<file path="src/rtl/hdbn_pkg.sv">
// Shared types and constants for the HDBn line encoder.
package hdbn_pkg;

  localparam int ZERO_RUN_DEF = 3;

  typedef enum logic [1:0] {
    ZERO   = 2'd0,
    MARK   = 2'd1,
    BPULSE = 2'd2,
    VPULSE = 2'd3
  } sym_e;

  typedef struct packed {
    logic vld;
    sym_e sym;
  } slot_t;

  // MARK and BPULSE alternate polarity; VPULSE repeats it on purpose.
  function automatic logic flips_polarity(input sym_e s);
    return (s == MARK) || (s == BPULSE);
  endfunction

endpackage

</file>
<file path="src/rtl/hdbn_polarity.sv">
// Output stage: maps delay-line symbols to registered BP/BN pulses with alternate-mark polarity.
module hdbn_polarity
  import hdbn_pkg::*;
(
  input  logic clk,
  input  logic rst_n,
  input  sym_e symbol,
  input  logic valid,
  output logic BP,
  output logic BN,
  output logic dout_vld
);

  logic last_pos_q, last_pos_d;
  logic pos_d, neg_d;

  always_comb begin
    pos_d      = 1'b0;
    neg_d      = 1'b0;
    last_pos_d = last_pos_q;
    if (valid) begin
      if (flips_polarity(symbol)) begin
        pos_d      = ~last_pos_q;
        neg_d      = last_pos_q;
        last_pos_d = ~last_pos_q;
      end else if (symbol == VPULSE) begin
        // Violation: same polarity as the previous pulse, polarity memory unchanged.
        pos_d = last_pos_q;
        neg_d = ~last_pos_q;
      end
    end
  end

  always_ff @(posedge clk or negedge rst_n) begin
    if (!rst_n) begin
      BP         <= 1'b0;
      BN         <= 1'b0;
      dout_vld   <= 1'b0;
      last_pos_q <= 1'b0;
    end else begin
      BP         <= pos_d;
      BN         <= neg_d;
      dout_vld   <= valid;
      last_pos_q <= last_pos_d;
    end
  end

endmodule

</file>
<file path="src/rtl/hdbn_encoder.sv">
// HDBn encoder (HDB3 for ZERO_RUN=3). Optional macro HDBN_AMI_MODE_EN adds an
// ami_mode input that disables zero substitution (plain AMI).
module hdbn_encoder
  import hdbn_pkg::*;
#(
  parameter int ZERO_RUN = ZERO_RUN_DEF
) (
  input  logic clk,
  input  logic rst_n,
  input  logic din_vld,
  input  logic data_m,
`ifdef HDBN_AMI_MODE_EN
  input  logic ami_mode,
`endif
  output logic dout_vld,
  output logic BP,
  output logic BN
);

  // Handshake: din_vld=1 accepts data_m this cycle (no backpressure);
  // dout_vld=1 marks BP/BN as one line symbol, otherwise BP=BN=0.

  localparam int CW = $clog2(ZERO_RUN + 2);

  slot_t [ZERO_RUN:0] slots_q, slots_d;
  logic [CW-1:0]      zero_cnt_q, zero_cnt_d;
  logic               parity_q, parity_d;
  logic               sub_en;
  logic               emit_vld;

`ifdef HDBN_AMI_MODE_EN
  assign sub_en = ~ami_mode;
`else
  assign sub_en = 1'b1;
`endif

  // Slot 0 is newest; slot ZERO_RUN is handed to the output stage on each accept.
  always_comb begin
    slots_d    = slots_q;
    zero_cnt_d = zero_cnt_q;
    parity_d   = parity_q;
    if (din_vld) begin
      for (int i = ZERO_RUN; i > 0; i--) begin
        slots_d[i] = slots_q[i-1];
      end
      slots_d[0].vld = 1'b1;
      slots_d[0].sym = data_m ? MARK : ZERO;
      if (!sub_en) begin
        zero_cnt_d = '0;
        parity_d   = 1'b0;
      end else if (data_m) begin
        zero_cnt_d = '0;
        parity_d   = ~parity_q;
      end else if (zero_cnt_q == CW'(ZERO_RUN)) begin
        // After the shift, slot ZERO_RUN holds the first zero of this run.
        slots_d[0].sym = VPULSE;
        if (!parity_q) begin
          slots_d[ZERO_RUN].sym = BPULSE;
        end
        zero_cnt_d = '0;
        parity_d   = 1'b0;
      end else begin
        zero_cnt_d = zero_cnt_q + 1'b1;
      end
    end
  end

  always_ff @(posedge clk or negedge rst_n) begin
    if (!rst_n) begin
      slots_q    <= '0;
      zero_cnt_q <= '0;
      parity_q   <= 1'b0;
    end else begin
      slots_q    <= slots_d;
      zero_cnt_q <= zero_cnt_d;
      parity_q   <= parity_d;
    end
  end

  assign emit_vld = din_vld & slots_q[ZERO_RUN].vld;

  hdbn_polarity u_polarity (
    .clk      (clk),
    .rst_n    (rst_n),
    .symbol   (slots_q[ZERO_RUN].sym),
    .valid    (emit_vld),
    .BP       (BP),
    .BN       (BN),
    .dout_vld (dout_vld)
  );

endmodule
</file>
<file path="config.mk">
export PLATFORM = sky130hd
export DESIGN_NAME = hdbn_encoder
export DESIGN_NICKNAME = d
export VERILOG_FILES = /design/src/rtl/hdbn_pkg.sv /design/src/rtl/hdbn_polarity.sv /design/src/rtl/hdbn_encoder.sv
export SDC_FILE = /design/constraint.sdc
export NUM_CORES = 1
export LEC_CHECK = 0
export ABC_AREA = 1
export BUFFER_PORTS_ARGS = -buffer_cell sky130_fd_sc_hd__buf_4
export CORE_ASPECT_RATIO = 1.2
export CORE_MARGIN = 8
export CORE_UTILIZATION = 28
export DETAILED_ROUTE_END_ITERATION = 16
export PLACE_DENSITY = 0.44
export SYNTH_ARGS = -nofsm -noshare
export SYNTH_HDL_FRONTEND = slang
export SYNTH_SLANG_ARGS = --single-unit
</file>
<file path="constraint.sdc">
create_clock -name clk -period 2 [get_ports clk]
set_clock_uncertainty 0.05 [all_clocks]
set_input_delay 0.4 -clock clk [delete_from_list [all_inputs] [get_ports clk]]
set_output_delay 0.4 -clock clk [all_outputs]
set_load 0.02 [all_outputs]
</file>
# Yosys cells after proc, flatten, opt, wreduce, memory -nomap -nowiden
# Cells that the tools add are included.
dict set report classes {
  reduce_logical 4
  addsub 1
  mux 16
  n_eq_ne 4
  n_bitwise 3
}
# cell n
set op_table {}
lappend op_table {{2-bit two-way mux} 5}
lappend op_table {{1-bit two-way mux} 9}
lappend op_table {{3-bit two-way mux} 2}
lappend op_table {{2-bit == test, second input constant} 2}
lappend op_table {{2-bit AND reduction} 2}
lappend op_table {{3-bit by 1-bit adder with 3-bit output, second input constant} 1}
lappend op_table {{3-bit by 2-bit == test with 1-bit output, second input constant} 1}
lappend op_table {{2-bit by 1-bit == test with 1-bit output, second input constant} 1}
lappend op_table {{1-bit NOT} 2}
lappend op_table {{2-bit nonzero test} 1}
lappend op_table {{1-bit AND} 1}
lappend op_table {{1-bit logical OR} 1}
dict set report word_totals {
  regBits 20
}

# Logic depth before layout (Yosys ltp)
# Gate-level depths: netlist (run 1).
dict set report depth {
  depth_word 4
  ltp_mapped 6
  depth_no_buf 6
}

# Cells and area by module
# Synthesis (run 1) repeated with hierarchy kept, for this count alone.
dict set report unflattened {
  hier_cells 93
  hier_area_um2 863.3
}
# module seq_area_each_um2 instances area_each_um2 cells_per_inst
set modules_own_cells {}
lappend modules_own_cells {hdbn_encoder 400.4 1 691.9 75}
lappend modules_own_cells {hdbn_polarity 100.1 1 171.4 18}

# Worst setup path after synthesis (run 1)
# No wires, ideal clock.
dict set report synth_timing {
  path_kind {register to register}
  start {register slots_q[9] (netlist name)}
  end {register u_polarity.last_pos_q}
  t_arrival_ns 0.931
  slack_ns 0.893
  path_buffers 0
  path_stages_with_launch 6
  cell_sequence {dfrtp_1 ha_1 inv_1 nand2_1 nand3_2 o21ai_0}
}
dict set report synth_via {
  elab_chain_len 3
  word_cells_on_any_way 4
  cone_classes {eq/ne: 2; reduce/logical: 2}
}
# element line_no
set synth_lines {}
lappend synth_lines {{start, declared} hdbn_encoder.sv:25} ;# slot_t [ZERO_RUN:0] slots_q, slots_d;
lappend synth_lines {{start signal, assigned} hdbn_encoder.sv:74} ;# slots_q <= slots_d;
lappend synth_lines {{2-bit by 1-bit == test with 1-bit output or 2-bit == test (tied branches)} hdbn_pkg.sv:20} ;# return (s == MARK) || (s == BPULSE);
lappend synth_lines {{1-bit logical OR *} hdbn_pkg.sv:20}
lappend synth_lines {{2-bit AND reduction (no line) *} n/a}
lappend synth_lines {{end signal, assigned} hdbn_polarity.sv:44} ;# last_pos_q <= last_pos_d;
lappend synth_lines {{end, declared} hdbn_polarity.sv:14} ;# logic last_pos_q, last_pos_d;
# Every way passes the cells marked *; elsewhere a longest branch is shown, timed or not.
# A chain may end at the register's enable or synchronous reset.

# Final worst setup path (run 1)
dict set report layout_timing {
  start {register u_polarity.BN}
  end {output BN}
}
# element line_no
set layout_lines {}
lappend layout_lines {{start, declared} hdbn_polarity.sv:10} ;# output logic BN,
lappend layout_lines {{start signal, assigned} hdbn_polarity.sv:42} ;# BN <= neg_d;
lappend layout_lines {{end, declared} hdbn_encoder.sv:17} ;# output logic BN
# No word-level cell between the ends.

==> reports/metrics.csv, run 1 <==
metric,value,unit
number of instances in the placed design,131,
layout cells sized above 1,18.0,%
n_diodes,0,
final setup vio count,0,
fin cells,136,
first-pass GRT wire length,2590,um
Synth async-reset ratio,100,%
Final Hold Vio Count,0,
share of the yosys chip area belonging to registers,58.1,%
cell count after synthesis,92,
mapped cell area,862,um^2
Synthesized Nets,98,
max_cap viols,0,
Post-synth EDFFs,0,
pwr dens,878,nW/um^2
io pins,7,
largest net degree at the start of global routing,21,
NumNets Final,107,
post-CTS resize count,0,
synth top area cells,"dfrtp_1 (58%), nand2_1 (16%), inv_1 (3.5%), ha_1 (2.9%), nand3_1 (2.9%)",
overall routed net length,1410,um
leakage,0.510,nW
fmax,0.780,GHz
"Worst Setup Slack, final",0.719,ns
Final Max Tran Viols,0,
final worst path period need,1.28,ns
"Max stage delay cell, worst path",dfrtp_1,
worst path arrival time,0.83,ns
WHS,0.285,ns
Mapped Avg Cell Area,9.37,um^2
DR pass1 iterations,4,
Critical Path Source Type,register,
DRT antenna net count,0,
Post-CTS Hold Buffers,1,
unrepaired setup endpoints after global routing,no,
max incr delay on CP,0.38,ns
Pwr Total,0.000843,W
Rows,22,
grt total ovfl,0,
Core Region,3000,um^2
status,"finished, final reports clean",
Clock Path Buffers,2,
Clock Tree Root,clkbuf_4,
Routed WL per cell,10.4,um
CP endpoint kind,output pin,
port buffer count,6,
commonest cells in the netlist,"nand2_1 (36), dfrtp_1 (20), inv_1 (8), nand3_1 (5), nor2_1 (4)",
Clock transition at path regs,0.11,ns
Worst slew margin,82.6,%
GPL Wtd Cong,0.671,
post-synth top area share,58.1,%
Clock H-tree levels,1,
vias in the first global route,596,
critical path data required time,1.55,ns
total number of vias,597,
Die Ht,76.8,um
dpl hpwl,939,um
total die area,5120,um^2
CTS tree,done,
Initial Util,28.7,%
Post-Route Setup TNS,0,ns
crit path max fanout,1,
Worst Tran Pin Value,0.262,ns
worst path cell trace,buf_4,
antenna violations before repair,0,
Yosys reg bits,20,
pre-CTS setup slack,0.805,ns
DR DRC count,0,
Hold Crit Class,primary input to register,
post-synth cell types,18,
period utilization,64.1,%
setup bufs post-CTS,0,
die width,66.7,um
top cell type by total area after synthesis,dfrtp_1,
CTS Buf Count,3,
initial DRC count,20,
Layout area overhead,11.5,%
cell with the most instances after synthesis,nand2_1,
clk sink count,20,
later-pin clock latency in the skew report,0.30,ns
synth warn,0,
fill count,321,
kind of cell adding the most delay to the critical path,flip-flops,
crit path buf inv count,1,
gr usage total,6.56,%
Via density,4.39,
kind of critical path,register to output pin,
Synth Flop Type,dfrtp_1,
Peak VDD IR,0.000328,V
==> cell families (layout without fill, tap and decap cells) <==
logic type | after synthesis | after routing | synth area share, %
compound gates | 8 | 8 | 5.51
fa+ha+maj | 2 | 2 | 2.90
buf+inv | 13 | 21 | 9.29
flops | 20 | 20 | 58.1
simple gates | 49 | 49 | 24.2
==> metal layers <==
metal	share of wire (%)	track usage, %	wire length [um]
met5	0	0	0
met4	1.8	3.85	25
met3	6.3	2.33	89
met2	46	9.49	646
met1	46	8.02	649
==> registers in the layout, summed over array words and instances (netlist names) <==
register	cells
slots_q	12
zero_cnt_q	3
parity_q	1
u_polarity.BN	1
u_polarity.BP	1
u_polarity.dout_vld	1
u_polarity.last_pos_q	1
==> per-stage QoR <==
stage | cell area (um^2) | util [%]
finish | 961 | 32.0
detailed placement | 915 | 30.5
CTS | 961 | 32.0
global route | 961 | 32.0
floorplan | 862 | -
global placement | 915 | 30.5
==> path summary, 6_finish.rpt <==
kind | start | to | slack (ns) | cells past startpoint
min in group asynchronous | rst_n | u_polarity.last_pos_q | 0.45 | 2
max in group asynchronous | rst_n | parity_q | 1.24 | 2
worst min-delay path | data_m | parity_q | 0.28 | 3
worst max register to register | slots_q[9] | u_polarity.last_pos_q | 0.79 | 5
worst min register to register | slots_q[2] | slots_q[5] | 0.43 | 2
worst max-delay path | u_polarity.BN | BN | 0.72 | 1
==> layout by cell type (no fill, tap or decap), drive strengths merged <==
cell,Yosys,layout
o21ai,5,5
buf,3,6
a21oi,3,3
dfrtp,20,20
or2,1,1
clkbuf,0,4
nor2,5,5
nand3,6,6
inv,10,10
dlygate4sd3,0,1
ha,2,2
nand2,37,37
==> cell type report <==
cell class | instances | area [um^2] | area share [%]
Clock buffer | 4 | 36.3 | 3.78
Inverter | 10 | 42.5 | 4.43
Tap cell | 36 | 45.0 | 4.69
Multi-Input combinational cell | 59 | 282 | 29.3
Timing Repair Buffer | 7 | 55.1 | 5.73
Sequential cell | 20 | 500 | 52.1
==> where the power goes <==
group / internal, W / total (W) / switching [W]
sequential: 0.000449 / 0.000472 / 0.0000231
clock: 0.000111 / 0.000234 / 0.000123
combinational: 0.0000502 / 0.000137 / 0.0000865
total: 0.000610 / 0.000843 / 0.000233
Power figures use the tool's default switching activity.
==> run 2, diff against run 1 <==
- PLACE_DENSITY: 0.44 -> 0.46
- clock period: 2 -> 1.1 ns (I/O delays scaled with it)
==> reports/metrics.csv, run 2 (synthesis results as in run 1) <==
metric,value,unit,change
final worst path period need,1.09,ns,
Peak VDD IR,0.000736,V,was 0.000328 V
most frequent cells in the layout,"nand2_1 (33), dfrtp_1 (20), buf_4 (10)",,"was nand2_1 (36), dfrtp_1 (20), inv_1 (8)"
CP endpoint kind,register,,was output pin
port buffer count,6,,unchanged
CTS tree,done,,unchanged
Hold Crit Endpoint,parity_q,,unchanged
pre-CTS setup slack,-0.0594,ns,was 0.805 ns
Hold Crit Class,primary input to register,,unchanged
register bank with the most flops,slots_q,,unchanged
Routed WL per cell,10.2,um,was 10.4 um
Critical Path Source Type,register,,unchanged
clk sink count,20,,unchanged
period utilization,99.2,%,
Hold Crit Start,data_m,,unchanged
Initial Util,28.7,%,unchanged
overall routed net length,1460,um,was 1410 um
"commonest non-fill, non-tap cell in the layout",nand2_1,,unchanged
fmax,0.917,GHz,
total die area,5120,um^2,unchanged
number of instances in the placed design,134,,was 131
antenna violations before repair,0,,unchanged
crit path max fanout,3,,was 1
Clock Tree Root,clkbuf_4,,unchanged
Die Ht,76.8,um,unchanged
Worst Tran Pin Value,0.253,ns,was 0.262 ns
Clock transition at path regs,0.11,ns,about the same
"Max stage delay cell, worst path",dfrtp_1,,unchanged
Final Hold Vio Count,0,,unchanged
grt total ovfl,0,,unchanged
worst path arrival time,1.28,ns,was 0.83 ns
initial DRC count,17,,was 20
CTS Buf Count,3,,unchanged
Reg2Reg Depth,5,,unchanged
layout cells sized above 1,33.6,%,was 18.0%
leakage,0.546,nW,was 0.510 nW
kind of critical path,register to register,,was register to output pin
worst path cell trace,"ha_4, inv_2, nand2_2, nand3_2, nor2_2",,was buf_4
vias in the first global route,628,,was 596
Largest register FFs,12,,unchanged
r2r startpoint,slots_q[10],,was slots_q[9]
n_diodes,0,,unchanged
Reg-to-Reg End,u_polarity.BP,,was u_polarity.last_pos_q
total number of vias,599,,was 597
DRT antenna net count,0,,unchanged
largest net degree at the start of global routing,21,,unchanged
io pins,7,,unchanged
Core Region,3000,um^2,unchanged
max_cap viols,0,,unchanged
DR pass1 iterations,3,,was 4
"Worst Setup Slack, final",0.00908,ns,was 0.719 ns
NumNets Final,114,,was 107
pwr dens,1540,nW/um^2,was 878 nW/um^2
max incr delay on CP,0.43,ns,was 0.38 ns
first-pass GRT wire length,2670,um,was 2590 um
Clock H-tree levels,1,,unchanged
WHS,0.104,ns,was 0.285 ns
critical path data required time,1.29,ns,was 1.55 ns
worst hold path depth,3,,unchanged
Largest regs,"slots_q: 12 flops, zero_cnt_q: 3 flops",,unchanged
GPL Wtd Cong,0.672,,was 0.671
Clock Path Buffers,2,,unchanged
final setup vio count,0,,unchanged
Rows,22,,unchanged
unrepaired setup endpoints after global routing,yes,,was no
die width,66.7,um,unchanged
gr usage total,6.56,%,about the same
Worst slew margin,83.1,%,was 82.6%
later-pin clock latency in the skew report,0.30,ns,about the same
reg2reg setup slack,0.009,ns,was 0.79 ns
Via density,4.19,,was 4.39
dpl hpwl,965,um,was 939 um
status,"finished, final reports clean",,unchanged
fin cells,143,,was 136
Layout area overhead,23.8,%,was 11.5%
Final Max Tran Viols,0,,unchanged
DR DRC count,0,,unchanged
## run 2: cell types whose count changed in the layout (fill, tap and decap cells not counted), sizes merged
| cell | before | now |
|---|---|---|
| buf | 6 | 13 |
## run 2: power breakdown
group / leakage (nW) / total, W / internal (W) / switching [W]
clock: 0.0210 / 0.000423 / 0.000202 / 0.000221
sequential: 0.253 / 0.000872 / 0.000817 / 0.0000553
combinational: 0.272 / 0.000349 / 0.000163 / 0.000185
## run 2: how the worst max path moves through the flow
stage               depth (start not counted)          start                    end  slack (ns)
finish                                      5    slots_q[10]          u_polarity.BP       0.009
global route                                5     slots_q[9]          u_polarity.BP       -0.05
CTS                                         1  u_polarity.BN                     BN      -0.005
detailed placement                          5    slots_q[10]  u_polarity.last_pos_q       -0.06
global placement                            5    slots_q[10]  u_polarity.last_pos_q       -0.02
floorplan                                   5    slots_q[10]  u_polarity.last_pos_q       0.005
## run 2: final cells by class
type / count / area, um^2
clock buffers: 4 / 36.3
fillers: 317 / 1930
inverters: 10 / 42.5
multi-input cells: 59 / 324
flip-flops and latches: 20 / 500
well taps: 36 / 45.0
repair buffers: 14 / 119
## run 2: worst max-delay path, delay by kind of cell, from the launching register on
family | cells | cell delay (ns)
buffers and inverters | 1 | 0.04
adders and majority gates | 1 | 0.29
and+or+nand+nor | 3 | 0.22
DFF | 1 | 0.43
## run 2: through the flow
stage / util, % / instance area (um^2) / total power, W / TNS [ns]
floorplan: - / 862 / 0.00106 / 0
global placement: 31.2 / 937 / 0.00114 / -0.0170
detailed placement: 31.2 / 937 / 0.00115 / -0.0723
CTS: 34.7 / 1040 / 0.00164 / -0.00937
global route: 35.6 / 1070 / 0.00175 / -0.232
finish: 35.6 / 1070 / 0.00164 / 0
## run 2: layer usage
| layer | track usage [%] | vias to the layer above | part of all wire (%) |
|---|---|---|---|
| li1 | - | 312 | - |
| met1 | 8.10 | 278 | 48 |
| met2 | 9.68 | 7 | 47 |
| met3 | 1.89 | 2 | 4.0 |
| met4 | 3.85 | 0 | 0.96 |
| met5 | 0 | - | 0 |
## run 2: what timing repair did
item                       in CTS  in global routing
gates resized for setup        10                  6
buffers inserted                3                  1
pin swaps                       2                  4
setup endpoints to repair       8                 10
hold buffers                    1                  0
hold endpoints to repair       20                  0
gates cloned                    0                  0
